`src/rtl/reg_file_mp_pkg.sv`:
```
// Shared definitions for the multi-read-port register file.
// Optional feature macro: ZERO_REG_EN (register 0 hardwired to zero).
package reg_file_mp_pkg;

  localparam logic OFF = 1'b0;
  localparam logic ON  = 1'b1;

  localparam int BIT_DATA = 8;
  localparam int SZB_DEF  = 4;
  localparam int SZA_DEF  = 2 ** SZB_DEF;

endpackage

```
`src/rtl/reg_file_mp_if.sv`:
```
// Bus bundle between the decode-side driver and the register file.
// Optional feature macro: ZERO_REG_EN (no effect on the bundle itself).
interface reg_file_mp_if #(
  parameter int BIT = 8,
  parameter int SZB = 4,
  parameter int NRP = 2
);
  localparam int SZA = 2 ** SZB;

  logic [NRP-1:0]     re;
  logic [NRP*SZB-1:0] addr_rs;
  logic [NRP*BIT-1:0] rs;
  logic [NRP-1:0]     rs_vld;
  logic               we;
  logic [SZB-1:0]     addr_rd;
  logic [BIT-1:0]     rd;
  logic               lock;
  logic [SZB-1:0]     addr_lk;
  logic [SZA-1:0]     busy;
  logic [SZA*BIT-1:0] dbg_regs;

  modport master (
    output re, addr_rs, we, addr_rd, rd, lock, addr_lk,
    input  rs, rs_vld, busy, dbg_regs
  );

  modport slave (
    input  re, addr_rs, we, addr_rd, rd, lock, addr_lk,
    output rs, rs_vld, busy, dbg_regs
  );
endinterface

```
`src/rtl/reg_file_mp_scoreboard.sv`:
```
// Write-pending scoreboard: one busy bit per register, set by lock, cleared by write.
// Optional feature macro: ZERO_REG_EN (filtering is done by the parent).
module reg_scoreboard
  import reg_file_mp_pkg::*;
#(
  parameter int SZB = SZB_DEF
) (
  input  logic              clock,
  input  logic              reset,
  input  logic              lock,
  input  logic [SZB-1:0]    addr_lk,
  input  logic              we,
  input  logic [SZB-1:0]    addr_rd,
  output logic [2**SZB-1:0] busy,
  output logic [2**SZB-1:0] eff_busy
);
  localparam int SZA = 2 ** SZB;

  logic [SZA-1:0] busy_q;
  logic [SZA-1:0] busy_d;

  // NOTE: busy_d starts from busy_q so every path assigns it and no latch is inferred.
  always_comb begin
    busy_d = busy_q;
    if (we)   busy_d[addr_rd] = OFF;
    // Applied after the clear so a same-cycle lock wins over the write.
    if (lock) busy_d[addr_lk] = ON;
  end

  // NOTE: sequential state uses non-blocking assignments only.
  always_ff @(posedge clock or posedge reset) begin
    if (reset) busy_q <= '0;
    else       busy_q <= busy_d;
  end

  assign busy     = busy_q;
  // The next-state vector already folds in same-cycle writes and locks.
  assign eff_busy = busy_d;

endmodule

```
`src/rtl/reg_file_mp.sv`:
```
// Multi-read-port register file with write-first bypass and busy scoreboard.
// Optional feature macro: ZERO_REG_EN (register 0 hardwired to zero).
module reg_file_mp
  import reg_file_mp_pkg::*;
#(
  parameter int BIT = BIT_DATA,
  parameter int SZB = SZB_DEF,
  parameter int NRP = 2
) (
  input  logic       clock,
  input  logic       reset,
  reg_file_mp_if.slave bus
);
  localparam int SZA = 2 ** SZB;

  logic           we_eff;
  logic           lock_eff;
  logic [SZA-1:0] eff_busy;

`ifdef ZERO_REG_EN
  assign we_eff   = bus.we   && (bus.addr_rd != '0);
  assign lock_eff = bus.lock && (bus.addr_lk != '0);
`else
  assign we_eff   = bus.we;
  assign lock_eff = bus.lock;
`endif

  reg_scoreboard #(.SZB(SZB)) u_scoreboard (
    .clock    (clock),
    .reset    (reset),
    .lock     (lock_eff),
    .addr_lk  (bus.addr_lk),
    .we       (we_eff),
    .addr_rd  (bus.addr_rd),
    .busy     (bus.busy),
    .eff_busy (eff_busy)
  );

  logic [BIT-1:0] regf_q [SZA];
  logic [BIT-1:0] regf_d [SZA];

  always_comb begin
    regf_d = regf_q;
    if (we_eff) regf_d[bus.addr_rd] = bus.rd;
  end

  // NOTE: the array is reset because the first read after reset must return 0.
  always_ff @(posedge clock or posedge reset) begin
    if (reset) begin
      for (int i = 0; i < SZA; i++) regf_q[i] <= '0;
    end else begin
      regf_q <= regf_d;
    end
  end

  for (genvar p = 0; p < NRP; p++) begin : g_rport
    logic [SZB-1:0] addr;
    logic [BIT-1:0] rs_q, rs_d;
    logic           vld_q, vld_d;
    logic           byp;

    assign addr = bus.addr_rs[SZB*p +: SZB];
    assign byp  = we_eff && (bus.addr_rd == addr);

    always_comb begin
      rs_d  = rs_q;
      vld_d = OFF;
      if (bus.re[p]) begin
        rs_d  = byp ? bus.rd : regf_q[addr];
        vld_d = ~eff_busy[addr];
      end
    end

    always_ff @(posedge clock or posedge reset) begin
      if (reset) begin
        rs_q  <= '0;
        vld_q <= OFF;
      end else begin
        rs_q  <= rs_d;
        vld_q <= vld_d;
      end
    end

    assign bus.rs[BIT*p +: BIT] = rs_q;
    assign bus.rs_vld[p]        = vld_q;
  end

  for (genvar i = 0; i < SZA; i++) begin : g_dbg
    assign bus.dbg_regs[BIT*i +: BIT] = regf_q[i];
  end

endmodule

```
`src/flat_wrapper.sv`:
```
// flat-port wrapper written by rule: the top's interface ports become plain ports
module reg_file_mp_flat import reg_file_mp_pkg::*;
#(
  parameter int BIT = BIT_DATA,
  parameter int SZB = SZB_DEF,
  parameter int NRP = 2
)
  (clock, reset, bus_re, bus_addr_rs, bus_we, bus_addr_rd, bus_rd, bus_lock, bus_addr_lk, bus_rs, bus_rs_vld, bus_busy, bus_dbg_regs);
  reg_file_mp_if #(.BIT(BIT), .SZB(SZB), .NRP(NRP)) bus_i ();
  input  logic clock;
  input  logic reset;
  input wire logic [$bits(bus_i.re)-1:0] bus_re;
  input wire logic [$bits(bus_i.addr_rs)-1:0] bus_addr_rs;
  input wire logic [$bits(bus_i.we)-1:0] bus_we;
  input wire logic [$bits(bus_i.addr_rd)-1:0] bus_addr_rd;
  input wire logic [$bits(bus_i.rd)-1:0] bus_rd;
  input wire logic [$bits(bus_i.lock)-1:0] bus_lock;
  input wire logic [$bits(bus_i.addr_lk)-1:0] bus_addr_lk;
  output wire logic [$bits(bus_i.rs)-1:0] bus_rs;
  output wire logic [$bits(bus_i.rs_vld)-1:0] bus_rs_vld;
  output wire logic [$bits(bus_i.busy)-1:0] bus_busy;
  output wire logic [$bits(bus_i.dbg_regs)-1:0] bus_dbg_regs;
  assign bus_i.re = bus_re;
  assign bus_i.addr_rs = bus_addr_rs;
  assign bus_i.we = bus_we;
  assign bus_i.addr_rd = bus_addr_rd;
  assign bus_i.rd = bus_rd;
  assign bus_i.lock = bus_lock;
  assign bus_i.addr_lk = bus_addr_lk;
  assign bus_rs = bus_i.rs;
  assign bus_rs_vld = bus_i.rs_vld;
  assign bus_busy = bus_i.busy;
  assign bus_dbg_regs = bus_i.dbg_regs;
  reg_file_mp #(.BIT(BIT), .SZB(SZB), .NRP(NRP)) u_core (.clock(clock), .reset(reset), .bus(bus_i));
endmodule
```
`config.mk`:
```
export PLATFORM = sky130hd
export DESIGN_NAME = reg_file_mp_flat
export DESIGN_NICKNAME = d
export VERILOG_FILES = /design/src/rtl/reg_file_mp_pkg.sv /design/src/rtl/reg_file_mp_if.sv /design/src/rtl/reg_file_mp_scoreboard.sv /design/src/rtl/reg_file_mp.sv /design/src/flat_wrapper.sv
export SDC_FILE = /design/constraint.sdc
export NUM_CORES = 1
export LEC_CHECK = 0
export CORE_MARGIN = 4
export CORE_UTILIZATION = 50
export DETAILED_ROUTE_END_ITERATION = 12
export GPL_ROUTABILITY_DRIVEN = 0
export GPL_TIMING_DRIVEN = 0
export PLACE_DENSITY = 0.82
export SYNTH_ARGS = -nofsm -noshare
export SYNTH_HDL_FRONTEND = slang
export SYNTH_SLANG_ARGS = --single-unit
```
`constraint.sdc`:
```
create_clock -name clock -period 10.93 [get_ports clock]
set_input_delay 2.186 -clock clock [delete_from_list [all_inputs] [get_ports clock]]
set_output_delay 2.186 -clock clock [all_outputs]
set_load 0.03 [all_outputs]
```
* Word level (Yosys, flattened, before mapping)
Index checks and enable logic that the tools add are counted.
W data, S select, Z words.
** Word-level totals
- Logic and storage cells :: 69
- Input port bits :: 30
- Output and inout port bits :: 162
- Register bits after elaboration :: 162
** Cells by class
- Bitwise gates (word level) :: 8
- Reductions and logical operators :: 5
- Order comparisons :: 10
- Mux-type cells :: 23
- Equality and inequality tests :: 2
** Operator list (count)
- $bwmux W128 :: 1
- $bmux W8 S4 :: 2
- $mux W8 :: 7
- $demux W8 S4 :: 1
- $mux W16 :: 2
- $lt A4 B5 Y1 const B :: 4
- $and A16 B16 Y16 :: 1
- $not A16 Y16 :: 1
- $or A16 B16 Y16 :: 1
- $ge A5 B5 Y1 const B :: 3
- $not A4 Y5 :: 3
- $bmux W1 S4 :: 2
- $demux W1 S4 :: 2
- $eq A4 B4 Y1 :: 2
- $ge A4 B1 Y1 const B :: 2
- $mux W1 :: 6
- $logic_and A1 B1 Y1 :: 5
- $lt A5 B1 Y1 const B :: 1
- $not A1 Y1 :: 2

* Depth between registers and ports, before layout
Gate-level depths: netlist (run 1).
- Depth in word-level cells :: 13
- Gate-level depth with buffers :: 9
- Mapped depth without buffers :: 6

* Cells and area by module
From an unflattened synthesis (run 1), not the netlist that was laid out.
** Unflattened totals
- Cell total of the unflattened synthesis :: 599
- Area, all modules :: 8720.9 um^2
** Modules (own cells, without submodules)
- reg_file_mp :: sequential area each 3653.5 um^2, area each 8025.2 um^2, cells an instance 529, times used 1
- reg_scoreboard :: sequential area each 400.4 um^2, area each 695.7 um^2, cells an instance 70, times used 1

* Worst setup path after synthesis (run 1)
OpenSTA, ideal clock, no wires.
- Path type :: input port to flip-flop
- From :: input port bus_addr_rs[0]
- To :: register u_core.g_rport[0].rs_q[7]
- Library setup time :: 0.137 ns
- Stages :: 6
- Arrival :: 3.875 ns
- Slack :: 6.918 ns
- Path buffers :: 2
- Required time :: 10.793 ns
- Path through :: buf_2 -> buf_2 -> mux4_2 -> mux4_2 -> mux2i_1 -> a21oi_1
** Between the ends
- Word-level cells in the longest chain between the ends :: 5
- Elaborated cells between the ends (all ways) :: 7
- Classes of those cells :: eq/ne: 1; mux: 4; bitwise: 1; reduce/logical: 1
** RTL lines
- start: declaration :: line flat_wrapper.sv:13 : input wire logic [$bits(bus_i.addr_rs)-1:0] bus_addr_rs;
- $not A4 Y5 (implied by the code) :: line reg_file_mp.sv:69 : rs_d = byp ? bus.rd : regf_q[addr];
- $bmux W8 S4 :: line reg_file_mp.sv:69
- $mux W8 (implied by the code) (2 in a row) :: line reg_file_mp.sv:69
- $mux W8 * :: line reg_file_mp.sv:69
- end signal: assignment :: line reg_file_mp.sv:79 : rs_q <= rs_d;
- end: declaration :: line reg_file_mp.sv:58 : logic [BIT-1:0] rs_q, rs_d;
Every way passes the cells marked *; elsewhere a longest branch is shown, timed or not. The select of a mux whose other input is x is not followed.
A chain may end at the register's enable or synchronous reset.

* Worst setup path after layout (run 1)
- From :: input port bus_addr_rs[5]
- To :: register u_core.g_rport[1].rs_q[6]
** Between the ends
- Word-level cells in the longest chain between the ends :: 5
- Elaborated cells between the ends (all ways) :: 7
- Classes of those cells :: eq/ne: 1; mux: 4; bitwise: 1; reduce/logical: 1
** RTL lines (line)
- $not A4 Y5 (implied by the code) :: reg_file_mp.sv:69
- $bmux W8 S4 :: reg_file_mp.sv:69
- $mux W8 (implied by the code) (2 in a row) :: reg_file_mp.sv:69
- $mux W8 * :: reg_file_mp.sv:69
- end signal: assignment :: reg_file_mp.sv:79
- end: declaration :: reg_file_mp.sv:58
Marked as above.

==> impl_metrics.csv, run 1 <==
group,metric,value,unit
sta,setup_ws,6.37,ns
route,vias,7068,
critical_path,worst_path_largest_cell_delay,0.78,ns
yosys,synth_top_family_by_area,"multiplexers",
clocking,hold_buffers,0,
floorplan,rows,48,
clocking,clkSlewWorstSetupHoldPaths,0.06,ns
sta,setup_violations,0,
floorplan,ioPinCount,192,
placement,io_buffers,179,
global_route,grt_max_degree,96,
yosys,yosys_warnings,0,
global_route,antenna_found_initial,1,
clocking,cts_tree,"yes",
min_path,hold_class,"reg2reg",
yosys,syn_area,0.00878,sq mm
placement,dp_hpwl,20300,microns
yosys,synth_cell_types,52,
yosys,synth_fa_ha_area_share,0,%
sta,slew-limit-headroom,10.3,%
clocking,cts_buffers,17,
critical_path,path_class,"in2reg",
clocking,cts_buffer_depth,2,
critical_path,endpoint_kind,"flop",
route,remaining_drc_errors,0,
sta,fin_crit,4.56,ns
global_route,grtUsageTotal,30.3,%
sta,whs,0.528,ns
yosys,ys_seq_elements,162,
route,routedWlPerCell,28.3,microns
yosys,synthMuxAreaShare,39.1,%
clocking,root_buffer,"clkbuf_16",
finish,fin_nets,854,
sta,hold_viol,0,
critical_path,start_kind,"primary input",
critical_path,cp_data_arrival_time,4.86,ns
sta,rsz0062_at_grt,"no",
yosys,ys_seq_area_share,46.2,%
clocking,cts.sinks,162,
yosys,synth_edf_count,0,
clocking,cts_resized,0,
power,leakagePower,4.70,nW
sta,finalSetupTns,0,ns
yosys,netlist_instances,625,
yosys,async_reset_ff_share,100,%
placement,dpl_cell_area,0.0109,sq mm
floorplan,core,0.0172,sq mm
floorplan,initial_core_util,50.9,%
critical_path,slowest_stage,"clkbuf_1",
floorplan,die_w,141,microns
finish,design_area,0.0115,sq mm
finish,layout-drive-gt1-share,32.2,%
route,vias_per_cell,6.67,
yosys,synth_nets,655,
critical_path,worstPathMaxFanout,10,
global_route,grt_pass1_vias,7314,
route,first_iter_violations,1240,
yosys,ys.flop_type,"dfrtp_1",
yosys,syn_avg_cell_area,14.0,sq um
yosys,synth_xor_xnor_area_share,1.20,%
power,power.density,219,mW/mm^2
yosys,synth_compound_area_share,4.29,%
finish,antenna_cells,0,
yosys,yosys.area_share.simple,6.19,%
clocking,htreeDepth,4,
sta,timing.final.crit_share,41.7,%
route,routed_wl,30000,microns
sta,clock_skew,0.00715,ns
critical_path,crit_chain,"clkbuf_1, clkbuf_1, mux4_2, mux4_2, mux2i_1, a21oi_1",
floorplan,dieArea,0.0197,sq mm
placement,pre_cts_ws,6.06,ns
finish,areaGrowthSynthToFinish,31.0,%
power,ir_drop,0.139,mV
clocking,clk_latency,0.44,ns
route,dr.pass1.iters,10,
floorplan,die_h,141,microns
route,drtAntennaViolNets,0,
critical_path,critical_path_required,11.23,ns
clocking,post_cts_buffers,0,
sta,tightest_slew,1.34,ns
sta,fmax,219,MHz
global_route,grt_first_pass_wirelength,44300,microns
power,p_total,2.52,mW
job,cap_viol_max_count,0,
run_status,status,"finished, final reports clean",
global_route,grt-ovfl-total,0,
sta,slew_violations,0,
worst paths after layout:
kind | end | cells after the start | slack (ns) | from
worst max register to register | u_core.g_rport[1].rs_q[3]$_DFFE_PP0P_ | 4 | 8.93 | u_core.bus.dbg_regs[91]$_DFFE_PP0P_
worst min-delay path | u_core.g_rport[1].rs_q[4]$_DFFE_PP0P_ | 2 | 0.53 | u_core.g_rport[1].rs_q[4]$_DFFE_PP0P_
worst max-delay path | u_core.g_rport[1].rs_q[6]$_DFFE_PP0P_ | 6 | 6.37 | bus_addr_rs[5]
min in group asynchronous | u_core.bus.dbg_regs[87]$_DFFE_PP0P_ | 2 | 2.22 | reset
max in group asynchronous | u_core.u_scoreboard.busy[10]$_DFF_PP0_ | 3 | 7.84 | reset
worst min register to register | u_core.g_rport[1].rs_q[4]$_DFFE_PP0P_ | 2 | 0.53 | u_core.g_rport[1].rs_q[4]$_DFFE_PP0P_
cells by family (layout without fill, tap and decap cells):
logic type,after synthesis,in the layout
muxes,227,227
buffers and inverters,60,270
AOI/OAI and AO/OA,60,60
and+or+nand+nor,104,104
DFF,162,162
xor gates and xnor gates,12,12
through the flow:
| step | std cells | utilization, % |
|---|---|---|
| finish | 1060 | 66.7 |
| global route | 1060 | 66.7 |
| CTS | 1060 | 66.7 |
| detailed placement | 1030 | 63.1 |
| global placement | 1029 | 63.0 |
| floorplan | 625 | - |
flip-flops by register name, indices dropped and copies added, names as in the netlist:
signal and cells:
u_core.g_rport.rs_q 16, u_core.u_scoreboard.busy 16, u_core.bus.dbg_regs 128, u_core.g_rport.vld_q 2
cell type report:
type | instances | area [sq um]
multi-input combinational | 403 | 4460
sequential | 162 | 4050
clock inverter | 11 | 161
fill | 1200 | 5740
buffer | 55 | 248
tap | 225 | 282
timing repair buffer | 180 | 1820
clock buffer | 19 | 453
inverter | 5 | 23.8
cell usage after synthesis, types with 2 or more instances:
master / instances / area (sq um)
and3_1: 2 / 12.5
o22ai_1: 2 / 12.5
buf_1: 4 / 15.0
o2111ai_1: 3 / 26.3
nor3b_1: 3 / 22.5
or3_1: 5 / 31.3
mux2i_1: 19 / 190
nand3_1: 8 / 40.0
dfrtp_1: 162 / 4050
nor3_1: 8 / 40.0
nand2b_1: 5 / 31.3
a21oi_1: 18 / 90.1
nand2_1: 19 / 71.3
nor2_1: 33 / 124
mux2_2: 128 / 1440
inv_1: 3 / 11.3
a22o_1: 4 / 35.0
o21ai_0: 17 / 85.1
buf_4: 3 / 22.5
inv_2: 2 / 7.51
clkbuf_1: 29 / 109
mux4_2: 80 / 1800
nand3b_1: 3 / 22.5
xor2_1: 8 / 70.1
nand4_1: 3 / 18.8
buf_2: 18 / 90.1
a31oi_1: 3 / 18.8
a2111oi_0: 2 / 17.5
o311ai_0: 2 / 17.5
nor2b_1: 4 / 25.0
xnor2_1: 4 / 35.0
worst max-delay path: cells and delay by family:
kind            cells  cell delay, ns
compound gates      1            0.12
buf+inv             2            1.27
mux                 3            1.27
report_power, final:
part           total [mW]  leakage (nW)  switching [mW]  internal [mW]
registers           0.893          1.97           0.155          0.738
clock network       0.632         0.304           0.243          0.390
logic               0.992          2.42           0.517          0.475
cell usage in the layout, fill, tap and decap left out, drive strengths merged, types with 3 or more instances in the layout:
master	Yosys	routed
bufinv	0	4
nand2b	5	5
mux4	80	80
clkdlybuf4s50	0	179
a22o	4	4
clkbuf	29	48
nand2	19	19
nor2	33	33
nand4	3	3
nand3	9	9
a21oi	18	18
inv	5	5
nand3b	4	4
nor3	8	8
nor2b	4	4
o2111ai	3	3
xor2	8	8
a31oi	3	3
o21ai	18	18
xnor2	4	4
nor3b	3	3
dfrtp	162	162
or3	5	5
mux2	128	128
clkinv	0	6
mux2i	19	19
buf	26	27
metal layers:
metal	global-route usage [%]	part of all wire, %	vias up
met2	48.5	47	590
met1	39.2	36	3531
li1	-	-	2798
met3	7.14	11	149
met5	0	0	-
met4	14.6	5.3	0
(Power assumes the default switching activity.)
==> inputs of run 2 (changes only) <==
--- a/config.mk
+++ b/config.mk
@@ -6,11 +6,11 @@
 export NUM_CORES = 1
 export LEC_CHECK = 0
 export CORE_MARGIN = 4
-export CORE_UTILIZATION = 50
+export CORE_UTILIZATION = 46
 export DETAILED_ROUTE_END_ITERATION = 12
 export GPL_ROUTABILITY_DRIVEN = 0
 export GPL_TIMING_DRIVEN = 0
-export PLACE_DENSITY = 0.82
+export PLACE_DENSITY = 0.8
 export SYNTH_ARGS = -nofsm -noshare
 export SYNTH_HDL_FRONTEND = slang
 export SYNTH_SLANG_ARGS = --single-unit
==> constraint.sdc (replaced) <==
create_clock -name clock -period 3.7 [get_ports clock]
set_input_delay 0.74 -clock clock [delete_from_list [all_inputs] [get_ports clock]]
set_output_delay 0.74 -clock clock [all_outputs]
set_load 0.03 [all_outputs]
==> run 2 against run 1 <==
Core utilization down 5.4 points. Die area up 8.2%. Sequential power rose to 2.9 times the previous value. Combinational power grew to 2.9 times the previous value. Clock-buffer cell count is 2 higher. Sequential share of layout area decreased by 0.054 points. Register-to-register slack got worse by 7.1 ns. Critical endpoint is now u_core.g_rport[1].rs_q[5]$_DFFE_PP0P_. Largest cell class unchanged. Largest power group unchanged.
==> impl_metrics.csv, run 2 (synthesis gave the netlist of run 1 again) <==
group,metric,value,unit
clocking,post_cts_buffers,0,
sta,rsz0062_at_grt,"no",
floorplan,core,0.0188,sq mm
clocking,cts_resized,0,
route,remaining_drc_errors,0,
route,vias_per_cell,6.40,
finish,final_common_cell,"clkdlybuf4s50_1",
floorplan,die_w,146,microns
route,dr.pass1.iters,6,
floorplan,initial_core_util,46.8,%
sta,slew-limit-headroom,12.6,%
sta,fin_crit,2.93,ns
sta,slew_violations,0,
route,routedWlPerCell,27.6,microns
clocking,root_buffer,"clkbuf_16",
critical_path,start_kind,"primary input",
sta,timing.final.crit_share,79.3,%
clocking,cts_tree,"yes",
global_route,grt_pass1_vias,7124,
finish,multi_input_area,0.00446,sq mm
global_route,grt_max_degree,44,
sta,hold_viol,0,
min_path,hold_class,"reg2reg",
power,leakagePower,4.69,nW
route,first_iter_violations,841,
critical_path,cp_data_arrival_time,3.20,ns
clocking,cts_buffers,17,
power,ir_drop,0.409,mV
sta,setup_violations,0,
critical_path,endpoint_kind,"flop",
global_route,grtUsageMet2,42.3,%
finish,layout_common_cells,"clkdlybuf4s50_1 (179), dfrtp_1 (162), mux2_2 (128), mux4_2 (80), nor2_1 (33)",
critical_path,path_class,"in2reg",
route,routed_wl,29700,microns
finish,layout-drive-gt1-share,32.6,%
job,cap_viol_max_count,0,
clocking,clkSlewWorstSetupHoldPaths,0.06,ns
finish,regArea,0.00405,sq mm
finish,fin_nets,857,
clocking,clk_latency,0.43,ns
finish,antenna_cells,0,
run_status,status,"finished, final reports clean",
sta,fmax,341,MHz
global_route,grt-ovfl-total,0,
global_route,antenna_found_initial,0,
finish,largest_reg_flops,128,
clocking,cts.sinks,162,
global_route,grt_use_met3,9.19,%
global_route,top_usage_layer,"met2",
finish,fillerInstances,1477,
min_path,min_path_cells,2,
finish,fin_cells,1074,
global_route,grtUsageTotal,28.0,%
floorplan,rows,50,
floorplan,dieArea,0.0214,sq mm
route,vias,6874,
sta,tightest_slew,1.31,ns
clocking,htreeDepth,4,
sta,clock_skew,0.00678,ns
critical_path,worstPathMaxFanout,10,
route,drtAntennaViolNets,0,
floorplan,ioPinCount,192,
floorplan,die_h,146,microns
power,power.density,631,mW/mm^2
clocking,hold_buffers,0,
global_route,grt_use_met1,37.5,%
global_route,grt_first_pass_wirelength,44300,microns
power,p_total,7.27,mW
finish,areaGrowthSynthToFinish,31.2,%
critical_path,worst_r2r_path_depth,4,
placement,dp_hpwl,20300,microns
critical_path,critical_path_required,3.97,ns
clocking,cts_buffer_depth,2,
placement,io_buffers,179,
placement,post-place-cells,1041,
## run 2: power by group
| part | switching, mW | internal, mW |
|---|---|---|
| clock | 0.735 | 0.998 |
| combinational | 1.50 | 1.41 |
| sequential | 0.450 | 2.18 |
## run 2: path summary, 6_finish.rpt
path,startpoint,endpoint,slack [ns]
setup / recovery,bus_addr_rs[5],u_core.g_rport[1].rs_q[5]$_DFFE_PP0P_,0.77
hold / removal,u_core.g_rport[0].rs_q[7]$_DFFE_PP0P_,u_core.g_rport[0].rs_q[7]$_DFFE_PP0P_,0.54
setup reg to reg,u_core.bus.dbg_regs[61]$_DFFE_PP0P_,u_core.g_rport[1].rs_q[5]$_DFFE_PP0P_,1.81
hold reg to reg,u_core.g_rport[0].rs_q[7]$_DFFE_PP0P_,u_core.g_rport[0].rs_q[7]$_DFFE_PP0P_,0.54
max in group asynchronous,reset,u_core.u_scoreboard.busy[2]$_DFF_PP0_,2.15
min in group asynchronous,reset,u_core.g_rport[0].rs_q[7]$_DFFE_PP0P_,0.85
## run 2: cell type report
class / instances / share of cell area [%]
inverter: 5 / 0.196
clock buffer: 21 / 4.17
sequential: 162 / 35.2
tap: 234 / 2.54
clock inverter: 11 / 0.880
buffer: 55 / 2.15
timing repair buffer: 183 / 16.1
multi-input combinational: 403 / 38.7
## run 2: through the flow
| step | cell area [sq um] | utilization, % | hold slack, ns | worst slack [ns] | TNS, ns |
|---|---|---|---|---|---|
| final | 11500 | 61.4 | 0.537 | 0.767 | 0 |
| after global routing | 11500 | 61.4 | 0.572 | 0.719 | 0 |
| after CTS | 11500 | 61.3 | 0.541 | 0.803 | 0 |
| after global placement | 10900 | 57.9 | 0.510 | -0.465 | -73.49 |
| after detailed placement | 10900 | 58.2 | 0.522 | 0.431 | 0 |
| after floorplan | 8780 | - | 0.674 | 0.903 | 0 |
## run 2: critical path: stages
cell and delay, ns:
clkbuf_1 0.47, clkbuf_1 0.76, mux4_2 0.43, mux4_2 0.47
mux2i_1 0.20, a21oi_1 0.12
## run 2: routing by layer
layer	vias to the layer above	routed length [microns]
li1	2809	-
met1	3469	11400
met2	491	13700
met3	105	3410
met4	0	1200
met5	-	0
==> inputs of run 3 (changes only) <==
--- a/config.mk
+++ b/config.mk
@@ -6,11 +6,11 @@
 export NUM_CORES = 1
 export LEC_CHECK = 0
 export CORE_MARGIN = 4
-export CORE_UTILIZATION = 46
+export CORE_UTILIZATION = 50
 export DETAILED_ROUTE_END_ITERATION = 12
 export GPL_ROUTABILITY_DRIVEN = 0
 export GPL_TIMING_DRIVEN = 0
-export PLACE_DENSITY = 0.8
+export PLACE_DENSITY = 0.82
 export SYNTH_ARGS = -nofsm -noshare
 export SYNTH_HDL_FRONTEND = slang
 export SYNTH_SLANG_ARGS = --single-unit
==> constraint.sdc (replaced) <==
create_clock -name clock -period 3 [get_ports clock]
set_input_delay 0.6 -clock clock [delete_from_list [all_inputs] [get_ports clock]]
set_output_delay 0.6 -clock clock [all_outputs]
set_load 0.03 [all_outputs]
==> run 3 against run 2 <==
Global-route usage up 3.6 points. Core utilization up 5.6 points. Via count up 4.1%. Register-to-register slack worse by 0.82 ns. Setup slack worse by 0.54 ns. Combinational power up 25%. Sequential share of layout area down 0.088 points. First-iteration DRC count up 32%. Critical path depth unchanged. Critical endpoint is now u_core.g_rport[1].rs_q[0]$_DFFE_PP0P_.
==> impl_metrics.csv, run 3 (synthesis gave the netlist of run 1 again) <==
group,metric,value,unit
clocking,cts_tree,"yes",
route,first_iter_violations,1110,
critical_path,path_class,"in2reg",
job,cap_viol_max_count,0,
critical_path,cp_data_arrival_time,3.08,ns
power,p_clk_share,24.6,%
finish,final_common_cell,"clkdlybuf4s50_1",
sta,setup_violations,0,
global_route,grt_first_pass_wirelength,46400,microns
sta,fin_crit,2.78,ns
placement,pre_cts_ws,-0.296,ns
finish,largest_reg_flops,128,
critical_path,r2r-start,"u_core.bus.dbg_regs[122]$_DFFE_PP0P_",
clocking,clk_latency,0.44,ns
sta,rsz0062_at_grt,"no",
power,p_switching,3.38,mW
sta,slew-limit-headroom,4.74,%
power,comb_power_share,39.7,%
global_route,grt_pass1_vias,7616,
critical_path,worst-r2r-setup-slack,0.99,ns
clocking,clkSlewWorstSetupHoldPaths,0.06,ns
sta,finalSetupTns,0,ns
power,power.density,791,mW/mm^2
power,p_int,5.76,mW
floorplan,die_h,141,microns
power,ir_drop,0.587,mV
clocking,cts_buffers,17,
min_path,hold_class,"in2async",
route,highest_layer,"met4",
sta,timing.final.crit_share,92.6,%
sta,fmax,360,MHz
finish,layout_common_cells,"clkdlybuf4s50_1 (179), dfrtp_1 (162), mux2_2 (128), mux4_2 (80), nor2_1 (33)",
floorplan,rows,48,
floorplan,dieArea,0.0197,sq mm
finish,regArea,0.00405,sq mm
placement,dpl_cell_area,0.0109,sq mm
route,dr_wl_met2,14500,microns
route,wl_met3,3650,microns
clocking,root_buffer,"clkbuf_16",
finish,antenna_cells,0,
route,routedWlPerCell,28.7,microns
critical_path,worstPathBufferInverterCount,3,
finish,multi_input_area,0.00446,sq mm
critical_path,worstSetupPathDepth,6,
sta,clock_skew,0.00527,ns
global_route,grtUsageTotal,31.6,%
floorplan,core,0.0172,sq mm
global_route,antenna_found_initial,0,
critical_path,worstPathMaxFanout,10,
critical_path,slowest_stage,"clkbuf_1",
critical_path,start_kind,"primary input",
critical_path,startpoint,"bus_addr_rs[6]",
route,dr.pass1.iters,9,
power,pwr-share-seq,35.6,%
route,vias_per_cell,6.72,
power,switching_share,37.0,%
critical_path,crit_family,"buffers and inverters",
finish,fillerInstances,1163,
clocking,cts.sinks,162,
run_status,status,"finished, final reports clean",
global_route,grt_max_degree,46,
route,routedLengthMet1,10800,microns
critical_path,critical_path_required,3.30,ns
critical_path,crit_chain,"clkdlybuf4s50_1, clkbuf_1, clkbuf_1, mux4_2, mux2i_1, a21oi_1",
placement,dp_hpwl,20800,microns
route,remaining_drc_errors,0,
sta,tightest_slew,1.42,ns
critical_path,crit_top_cell,"clkbuf_1",
floorplan,initial_core_util,50.9,%
placement,io_buffers,179,
finish,fin_nets,857,
global_route,grt-ovfl-total,0,
floorplan,die_w,141,microns
sta,hold_viol,0,
finish,design_area,0.0115,sq mm
route,vias,7153,
floorplan,ioPinCount,192,
finish,areaGrowthSynthToFinish,31.5,%
route,routed_wl,30600,microns
clocking,htreeDepth,4,
sta,setup_ws,0.223,ns
route,drtAntennaViolNets,0,
critical_path,worst_path_largest_cell_delay,0.69,ns
critical_path,endpoint_kind,"flop",
power,leakagePower,4.71,nW
critical_path,worst_r2r_path_depth,4,
finish,layout-drive-gt1-share,32.9,%
sta,slew_violations,0,
critical_path,endpoint,"u_core.g_rport[1].rs_q[0]$_DFFE_PP0P_",
clocking,cts_buffer_depth,2,
critical_path,worstReg2RegEnd,"u_core.g_rport[1].rs_q[2]$_DFFE_PP0P_",
-- run 3: worst min path at each step --
stage	start	endpoint	cells after the start
2_1_floorplan	u_core.g_rport[1].rs_q[1]$_DFFE_PP0P_	u_core.g_rport[1].rs_q[1]$_DFFE_PP0P_	2
3_3_place_gp	u_core.g_rport[1].rs_q[3]$_DFFE_PP0P_	u_core.g_rport[1].rs_q[3]$_DFFE_PP0P_	2
3_5_place_dp	u_core.g_rport[1].rs_q[5]$_DFFE_PP0P_	u_core.g_rport[1].rs_q[5]$_DFFE_PP0P_	2
4_1_cts	reset	u_core.bus.dbg_regs[111]$_DFFE_PP0P_	2
5_1_grt	reset	u_core.bus.dbg_regs[111]$_DFFE_PP0P_	2
6_report	reset	u_core.bus.dbg_regs[111]$_DFFE_PP0P_	2
-- run 3: layout make-up --
type,instances,share of cell area [%]
clock inverter,13,1.38
tap,225,2.44
sequential,162,35.1
clock buffer,19,3.84
inverter,5,0.195
buffer,55,2.17
multi-input combinational,403,38.7
timing repair buffer,183,16.2
-- run 3: metrics by stage --
| step | total power, mW | utilization [%] | hold WS (ns) | std cells |
|---|---|---|---|---|
| after floorplan | 5.28 | - | 0.674 | 625 |
| after global placement | 6.73 | 63.0 | 0.504 | 1029 |
| after detailed placement | 6.87 | 63.4 | 0.520 | 1033 |
| after CTS | 9.12 | 66.9 | 0.461 | 1065 |
| after global routing | 9.44 | 67.0 | 0.478 | 1065 |
| final | 9.14 | 67.0 | 0.460 | 1065 |
-- run 3: what timing repair did --
action | CTS | global route
setup endpoints to repair | 0 | 3
hold buffers | 0 | 0
gates resized for setup | 0 | 7
buffers inserted | 0 | 0
-- run 3: power by group through the flow --
stage	clock (mW)	combinational (mW)	sequential (mW)
after floorplan	0	1.20	4.09
after global placement	0	3.53	3.20
after detailed placement	0	3.60	3.26
after CTS	2.26	3.63	3.23
after global routing	2.35	3.79	3.31
final	2.25	3.63	3.25
-- run 3: layer usage --
layer  GRT usage (%)  vias to the layer above
li1                -                     2809
met3            9.87                      164
met5               0                        -
met1            40.7                     3545
met2            49.2                      635
met4            15.0                        0
